<file path="config.mk">
export PLATFORM = sky130hd
export DESIGN_NAME = gpio_in_conditioner
export DESIGN_NICKNAME = d
export VERILOG_FILES = /design/src/rtl/gpio_in_conditioner.sv
export SDC_FILE = /design/constraint.sdc
export NUM_CORES = 1
export LEC_CHECK = 0
export ABC_AREA = 0
export BUFFER_PORTS_ARGS = -buffer_cell sky130_fd_sc_hd__buf_4
export CORE_UTILIZATION = 30
export CTS_CLUSTER_SIZE = 14
export DETAILED_ROUTE_END_ITERATION = 10
export HOLD_SLACK_MARGIN = 0.02
export MAX_ROUTING_LAYER = met4
export SLEW_MARGIN = 15
export SYNTH_ARGS = -nofsm -noshare
export SYNTH_HDL_FRONTEND = slang
export SYNTH_SLANG_ARGS = --single-unit
</file>
<file path="constraint.sdc">
create_clock -name HCLK -period 16.9 [get_ports HCLK]
set_input_delay 3.38 -clock HCLK [delete_from_list [all_inputs] [get_ports HCLK]]
set_output_delay 3.38 -clock HCLK [all_outputs]
set_load 0.005 [all_outputs]
</file>
<file path="src/rtl/gpio_in_conditioner.sv">
// 16-bit GPIO input conditioner: two-flop synchronizer, per-bit debounce,
// parity, sticky edge flags and an OR-reduced interrupt request.
module gpio_in_conditioner #(
    parameter int unsigned DEBOUNCE_CYCLES = 4
) (
    input  logic        HCLK,
    input  logic        HRESET,
    input  logic [15:0] PAD_IN,
    input  logic        EN,
    input  logic        PARITYSEL,
    input  logic [15:0] RISE_EN,
    input  logic [15:0] FALL_EN,
    input  logic [15:0] IRQ_CLR,
    output logic [16:0] GPIOIN,
    output logic [15:0] EDGE_STATUS,
    output logic        IRQ
);

    localparam logic [7:0] CNT_LAST = 8'(DEBOUNCE_CYCLES - 1);

    logic [15:0] sync1;
    logic [15:0] sync2;
    logic [15:0] db;
    logic [7:0]  cnt [16];
    logic [15:0] accept;
    logic [15:0] edge_set;

    // A bit is accepted on the edge its counter is already at its last value.
    always_comb begin
        // NOTE: every bit gets a default before the loop so no latch is inferred.
        accept = '0;
        for (int i = 0; i < 16; i++) begin
            accept[i] = EN && (sync2[i] != db[i]) && (cnt[i] == CNT_LAST);
        end
        edge_set = accept & ((sync2 & RISE_EN) | (~sync2 & FALL_EN));
    end

    // NOTE: sequential state uses non-blocking assignments so all flops see pre-edge values.
    always_ff @(posedge HCLK or posedge HRESET) begin
        if (HRESET) begin
            sync1       <= '0;
            sync2       <= '0;
            db          <= '0;
            EDGE_STATUS <= '0;
            // NOTE: the counter array is reset element by element; a partial count must not survive reset.
            for (int i = 0; i < 16; i++) begin
                cnt[i] <= '0;
            end
        end else begin
            sync1 <= PAD_IN;
            sync2 <= sync1;
            for (int i = 0; i < 16; i++) begin
                if (!EN || (sync2[i] == db[i]) || accept[i]) begin
                    cnt[i] <= '0;
                end else begin
                    cnt[i] <= cnt[i] + 8'd1;
                end
                if (accept[i]) begin
                    db[i] <= sync2[i];
                end
            end
            // A set on the same edge as a clear wins.
            EDGE_STATUS <= (EDGE_STATUS & ~IRQ_CLR) | edge_set;
        end
    end

    assign GPIOIN = {(^db) ^ PARITYSEL, db};
    assign IRQ    = |EDGE_STATUS;

endmodule

</file>
==> results of run 1 <==
-- cell usage after synthesis, types with 2 or more instances --
library cell	instances
ha_1	16
mux2i_1	11
or4b_4	4
xnor2_1	46
nand4_1	26
and3_1	33
nor2b_1	2
nand2_1	35
inv_1	33
nor4_4	4
or2_1	4
nor2_1	139
o22ai_1	5
clkbuf_1	2
nand3_1	58
mux2_2	15
nor4_1	15
dfrtp_1	192
and2_1	14
mux2_4	5
nand2b_1	2
o32ai_1	11
xor2_1	78
buf_2	6
-- layout by cell type (no fill, tap or decap), drive strengths merged, types with 11 or more instances in the layout --
cell      n
inv      42
mux2i    11
and3     34
nand2    35
o32ai    11
xnor2    46
mux2     20
clkbuf   17
xor2     78
and2     14
buf     102
nand4    26
dfrtp   192
ha       16
nor4     19
nor2    139
nand3    59
-- flip-flops by register name, summed over array words and instances, names as in the netlist --
name         count
cnt            128
EDGE_STATUS     16
sync1           16
sync2           16
db              16
-- power breakdown --
part	leakage [nW]	internal, mW	total, mW	switching [mW]
clock	0.295	0.227	0.425	0.198
combinational	1.88	0.0786	0.156	0.0776
sequential	2.58	0.482	0.508	0.0256
total	4.76	0.787	1.09	0.301
-- path summary, 6_finish.rpt --
| kind | depth (start not counted) | startpoint | slack (ns) | to |
|---|---|---|---|---|
| worst min-delay path | 0 | sync1[15] | 0.35 | sync2[15] |
| worst max register to register | 5 | cnt[40] | 15.00 | db[10] |
| min in group asynchronous | 2 | HRESET | 3.11 | sync1[9] |
| max in group asynchronous | 3 | HRESET | 12.38 | cnt[124] |
| worst max-delay path | 6 | PARITYSEL | 8.77 | GPIOIN[16] |
| worst min register to register | 0 | sync1[15] | 0.35 | sync2[15] |
-- kinds of logic after synthesis --
family,synth area share [%]
AND/OR/NAND/NOR,20.3
buffers and inverters,1.94
flip-flops,56.4
adder cells (fa/ha/maj),2.35
multiplexers,4.16
XOR/XNOR,13.0
AO/OA/AOI/OAI,1.82
-- area by class of cell --
class / count / area [um^2] / area share [%]
Inverter: 33 / 131 / 1.27
Clock inverter: 15 / 193 / 1.86
Sequential cell: 192 / 4800 / 46.5
Timing Repair Buffer: 102 / 766 / 7.41
Multi-Input combinational cell: 532 / 3550 / 34.3
Clock buffer: 17 / 425 / 4.11
Tap cell: 378 / 473 / 4.57
-- worst reg2reg max path: stages, from the launching register on --
cell	delay, ns
dfrtp_1	0.41
ha_1	0.24
or4b_4	0.49
nor4_4	0.21
nand2_1	0.12
mux2_4	0.32
-- through the flow --
stage | worst slack, ns | total power, mW | cells | utilization, %
2_1_floorplan | 8.29 | 0.605 | 766 | -
3_3_place_gp | 8.69 | 0.678 | 1237 | 34.9
3_5_place_dp | 8.72 | 0.678 | 1237 | 34.9
4_1_cts | 8.69 | 1.11 | 1269 | 37.1
5_1_grt | 8.66 | 1.15 | 1269 | 37.1
6_report | 8.77 | 1.09 | 1269 | 37.1
-- per-layer routing --
layer / up-vias / wire (um) / global-route usage [%] / share of wire, %
li1: 2818 / - / - / -
met1: 2730 / 8170 / 16.8 / 47
met2: 113 / 7910 / 19.6 / 46
met3: 20 / 833 / 3.52 / 4.8
met4: 0 / 357 / 5.09 / 2.1
met5: - / 0 / - / 0
==> metrics, run 1 <==
hold-fix buffers at CTS=0; full die area=between 20000 and 30000 um^2; Power Density=105 nW/um^2; DRT iter0 DRCs=about 370; Max H-tree Level=4; crit-path cells=buf_4 > xnor2_1 > xnor2_1 > xnor3_1 > xnor2_1 > buf_4; GRT Util Overall=13.1%; DR pass1 iterations=4; top post-synthesis cells by area=dfrtp_1 (56%), xor2_1 (8.0%), nor2_1 (6.1%); via/cell ratio=4.48; CP Launch Type=primary input; min Tclk post-route=8.13 ns; CP delay by family, top=XOR/XNOR gates; Synth Instances=around 770; Worst EP arrival=4.75 ns; largest net degree at the start of global routing=123; fmax=123 MHz; Row Count=61; period utilization=between 40% and 50%; effective utilization at floorplan=30.6%; nets@finish=about 960; die height=170 um; initial antenna violation count=0; measured slew at the worst slew-check pin=0.896 ns; first-pass GRT wire length=28400 um; Synth area leader=dfrtp_1; TritonCTS clock tree=built; share of the synthesized area in the top cell type=56.4%; peak supply drop=0.0654 mV; TritonCTS Buffers=17; Worst Skew=around 0.011 ns; clk root buf=clkbuf_16; Fillers=2743; DRC violations left=0; Routed Antenna Nets=0; Worst path most repeated cell=xnor2_1; routed len/inst=13.6 um; outcome=complete, no violations; Ant. Diodes=0; vias in the first global route=about 5600; CP Max Fanout=1; IO Port Bufs=between 100 and 150; CTS clk-pin slew, worst paths=0.07 ns; Max Cap Viol=0; Hold Vio Cnt, Final=0; Worst Setup Path Type=in2out; Placed Area=approximately 9700 um^2; Slew Limit Fails=0; flops & latches, synth=192; P_leak=4.76 nW; Ys Warns=0; worst min-delay path category=reg2reg; WP buf/inv=2; Synth Cell Area=8520 um^2; Setup violations, final=0; core area=27900 um^2; post-route design area=10300 um^2; slowest cell delay on critical path=roughly 0.4 ns; Clock Tree Buf Depth=2; Worst-Skew Late Latency=~0.45 ns; WHS=0.352 ns; Die W=170 um; Syn-to-layout area delta=21.4%; CTS resizes=0; number of flops mapped to enable cells by yosys=0; GPL Wtd Cong=0.798; Post-CTS Setup Bufs=0; syn nets=850; Post-Route WL=17300 um; Sum Neg Setup Slack=0 ns; CTS Sinks=192; IO Count=102; vias=around 5700; Yosys cell types=34; Main synth FF type=dfrtp_1; GRT overflow=0; Mean Syn Cell Area=around 11 um^2; post-DP HPWL=~12000 um; Worst Setup End Kind=output pin; slowest stage cell, crit path=xnor3_1; RSZ-0062 raised after global routing=no; layout cell share with drive strength beyond 1=18.7%; Async SR Flop Fraction=100%; register area share after synthesis=~56%; worst endpoint required time=13.52 ns; Rel. slew slack=40.3%
Power figures use the tool's default switching activity.
==> inputs of run 2 (changes only) <==
--- a/config.mk
+++ b/config.mk
@@ -5,7 +5,7 @@
 export SDC_FILE = /design/constraint.sdc
 export NUM_CORES = 1
 export LEC_CHECK = 0
-export ABC_AREA = 0
+export ABC_AREA = 1
 export BUFFER_PORTS_ARGS = -buffer_cell sky130_fd_sc_hd__buf_4
 export CORE_UTILIZATION = 30
 export CTS_CLUSTER_SIZE = 14
==> constraint.sdc (replaced) <==
create_clock -name HCLK -period 8 [get_ports HCLK]
set_input_delay 1.6 -clock HCLK [delete_from_list [all_inputs] [get_ports HCLK]]
set_output_delay 1.6 -clock HCLK [all_outputs]
set_load 0.005 [all_outputs]
==> run 2 against run 1 <==
Sequential power grew 100%; clock power grew 91%; critical path type unchanged; critical endpoint unchanged; synthesized cell count grew 23%; highest routed layer unchanged; worst hold slack lost 0.0094 ns; wire length grew 3.3%; utilization shrank 0.37 points; flip-flop and latch count is the same; clock skew grew 0.0040 ns; largest power group unchanged; non-clock buffer count is the same; combinational power shrank 4%.
==> metrics, run 2 <==
outcome=complete, no violations (unchanged); Async SR Flop Fraction=100% (unchanged); Int Power=1.48 mW (was 0.787 mW); Worst Setup Path Type=in2out (unchanged); min Tclk post-route=3.89 ns; GRT overflow=0 (unchanged); Slew Limit Fails=0 (unchanged); DRT iter0 DRCs=397 (was 366); Synth Area in Simple Gates=23.7% (was 20.3%); mux share of post-synthesis cell area=3.90% (was 4.16%); effective utilization at floorplan=30.5% (was 30.6%); Clock Tree Buf Depth=2 (unchanged); met1 wire length=8430 um (was 8170 um); clock share of power=40.9% (was 39.0%); post-DP HPWL=13100 um (was 12100 um); largest family of logic cells by synthesized area=simple AND/OR/NAND/NOR gates (unchanged); Rel. slew slack=25.7% (was 40.3%); TritonCTS clock tree=built (unchanged); CTS Sinks=192 (unchanged); GRT Util Overall=13.4% (was 13.1%); measured slew at the worst slew-check pin=1.11 ns (was 0.896 ns); IO Count=102 (unchanged); Post-CTS Setup Bufs=0 (unchanged); register area share after synthesis=55.1% (was 56.4%); RSZ-0062 raised after global routing=no (unchanged); Power Density=188 nW/um^2 (was 105 nW/um^2); Synth area leader=dfrtp_1 (unchanged); Placed Area=9960 um^2 (was 9720 um^2); switching pwr=0.500 mW (was 0.301 mW); Die W=172 um (was 170 um); clk root buf=clkbuf_16 (unchanged); Ys Warns=0 (unchanged); Post-Route WL=17800 um (was 17300 um); Worst Skew=0.0153 ns (was 0.0113 ns); period utilization=48.6%; Max H-tree Level=4 (unchanged); Yosys cell types=27 (was 34); hold-fix buffers at CTS=0 (unchanged); Synth Instances=944 (was 766); TritonCTS Buffers=17 (unchanged); Largest register FFs=128 (unchanged); most numerous cell in the Yosys netlist=dfrtp_1 (unchanged); Mean Syn Cell Area=9.23 um^2 (was 11.1 um^2); Main synth FF type=dfrtp_1 (unchanged); Ant. Diodes=0 (unchanged); DR pass1 iterations=4 (unchanged); Routed Antenna Nets=0 (unchanged); Worst-Skew Late Latency=0.43 ns (was 0.45 ns); Sum Neg Setup Slack=0 ns (unchanged); post-synthesis compound-gate area fraction=7.55% (was 1.82%); Syn-to-layout area delta=20.7% (was 21.4%); CP Max Fanout=2 (was 1); IO Port Bufs=101 (unchanged); switching share of power=25.3% (was 27.7%); first-pass GRT wire length=30000 um (was 28400 um); syn nets=1028 (was 850); P_leak=4.94 nW (was 4.76 nW); die height=172 um (was 170 um); WL met2=7970 um (was 7910 um); Comb power frac=7.6% (was 14.3%); post-route design area=10500 um^2 (was 10300 um^2); worst endpoint required time=6.40 ns (was 13.52 ns); commonest non-fill, non-tap cell in the layout=dfrtp_1 (unchanged); full die area=29700 um^2 (was 29100 um^2); Hold Vio Cnt, Final=0 (unchanged); Worst Setup End Kind=output pin (unchanged); layout cell share with drive strength beyond 1=17.9% (was 18.7%); fmax=257 MHz; worst min-delay path category=reg2reg (unchanged); synth cell count leaders=dfrtp_1 (192), nor2_1 (171), nand2_1 (134) (was dfrtp_1 (192), nor2_1 (139), xor2_1 (78)); Setup violations, final=0 (unchanged); number of flops mapped to enable cells by yosys=0 (unchanged); largest net degree at the start of global routing=134 (was 123); core area=28600 um^2 (was 27900 um^2); vias in the first global route=6222 (was 5587); Synth Area in XOR/XNOR=2.81% (was 13.0%); nets@finish=1148 (was 962); Max Cap Viol=0 (unchanged); CTS clk-pin slew, worst paths=0.08 ns (was 0.07 ns); share of the synthesized area in the top cell type=55.1% (was 56.4%); Synth Cell Area=8720 um^2 (was 8520 um^2); DRC violations left=0 (unchanged); Largest Register=cnt (unchanged); peak supply drop=0.149 mV (was 0.0654 mV); top post-synthesis cells by area=dfrtp_1 (55%), nor2_1 (7.4%), nand2_1 (5.8%) (was dfrtp_1 (56%), xor2_1 (8.0%), nor2_1 (6.1%)); CP Launch Type=primary input (unchanged); Row Count=62 (was 61); initial antenna violation count=0 (unchanged); flops & latches, synth=192 (unchanged); GPL Wtd Cong=0.814 (was 0.798); Adder-Cell Fraction of Synth Area=2.30% (was 2.35%); metal3 WL=1200 um (was 833 um); most frequent cells in the layout=dfrtp_1 (192), nor2_1 (171), nand2_1 (134) (was dfrtp_1 (192), nor2_1 (139), buf_4 (102)); routed len/inst=12.2 um (was 13.6 um); vias=6542 (was 5681); Seq pwr share=51.5% (was 46.6%); Worst EP arrival=2.29 ns (was 4.75 ns); via/cell ratio=4.48 (about the same); DR top layer=met4 (unchanged); CTS resizes=0 (unchanged); Power Total=1.98 mW (was 1.09 mW)
-- run 2: cell count changes after synthesis, sizes merged, moves of 9 or more --
cell / previous run / this run
nor2: 139 / 171
and3: 34 / 8
xor2: 78 / 22
o32ai: 11 / 0
nand2: 35 / 143
and2: 14 / 0
inv: 33 / 105
nand4: 26 / 17
xnor2: 46 / 6
o21ai: 1 / 40
nor4: 19 / 4
nor3: 1 / 48
a21oi: 0 / 43
o22ai: 5 / 16
-- run 2: worst max-delay path, cell delays in order --
cell and delay [ns]:
buf_4 0.11, inv_1 0.04, nand2_1 0.06, nand2_1 0.05
nand2_1 0.06, nand2_1 0.06, nand2_1 0.04, nand2_1 0.08
inv_1 0.05, buf_4 0.12
-- run 2: final cells by class --
class                           instances  area (um^2)
Clock buffer                           19          443
Clock inverter                         13          118
Fill cell                            2867        18100
Inverter                              105          402
Multi-Input combinational cell        646         3510
Sequential cell                       192         4800
Tap cell                              384          480
Timing Repair Buffer                  102          766
-- run 2: path summary, 6_finish.rpt --
kind	start	end	slack, ns	depth (start not counted)
worst max-delay path	PARITYSEL	GPIOIN[16]	4.11	10
min in group asynchronous	HRESET	sync2[13]	1.35	2
worst min register to register	sync1[8]	sync2[8]	0.34	0
max in group asynchronous	HRESET	cnt[94]	5.22	3
worst max register to register	cnt[56]	cnt[62]	6.50	5
worst min-delay path	sync1[8]	sync2[8]	0.34	0
-- run 2: through the flow --
step	cells	hold slack [ns]	worst slack [ns]	util (%)
2_1_floorplan	944	0.331	1.17	-
3_3_place_gp	1429	0.333	4.08	34.8
3_5_place_dp	1429	0.335	4.09	34.8
4_1_cts	1461	0.345	4.09	36.8
5_1_grt	1461	0.350	4.01	36.8
6_report	1461	0.342	4.11	36.8
-- run 2: layer usage --
metal | vias up | global-route usage (%)
met4 | 0 | 4.00
li1 | 3352 | -
met1 | 3056 | 17.4
met3 | 10 | 3.30
met5 | - | -
met2 | 124 | 20.4
-- run 2: cells by family after synthesis --
group	after synthesis
fa+ha+maj	16
mux	29
simple gates	466
buf+inv	106
compound gates	107
xor+xnor	28
flops	192
-- run 2: power groups by stage --
stage	sequential (mW)	combinational (mW)	clock [mW]
after floorplan	1.03	0.0857	0
after CTS	1.02	0.155	0.838
final	1.02	0.150	0.810
after detailed placement	1.04	0.155	0
after global placement	1.04	0.154	0
after global routing	1.02	0.173	0.877
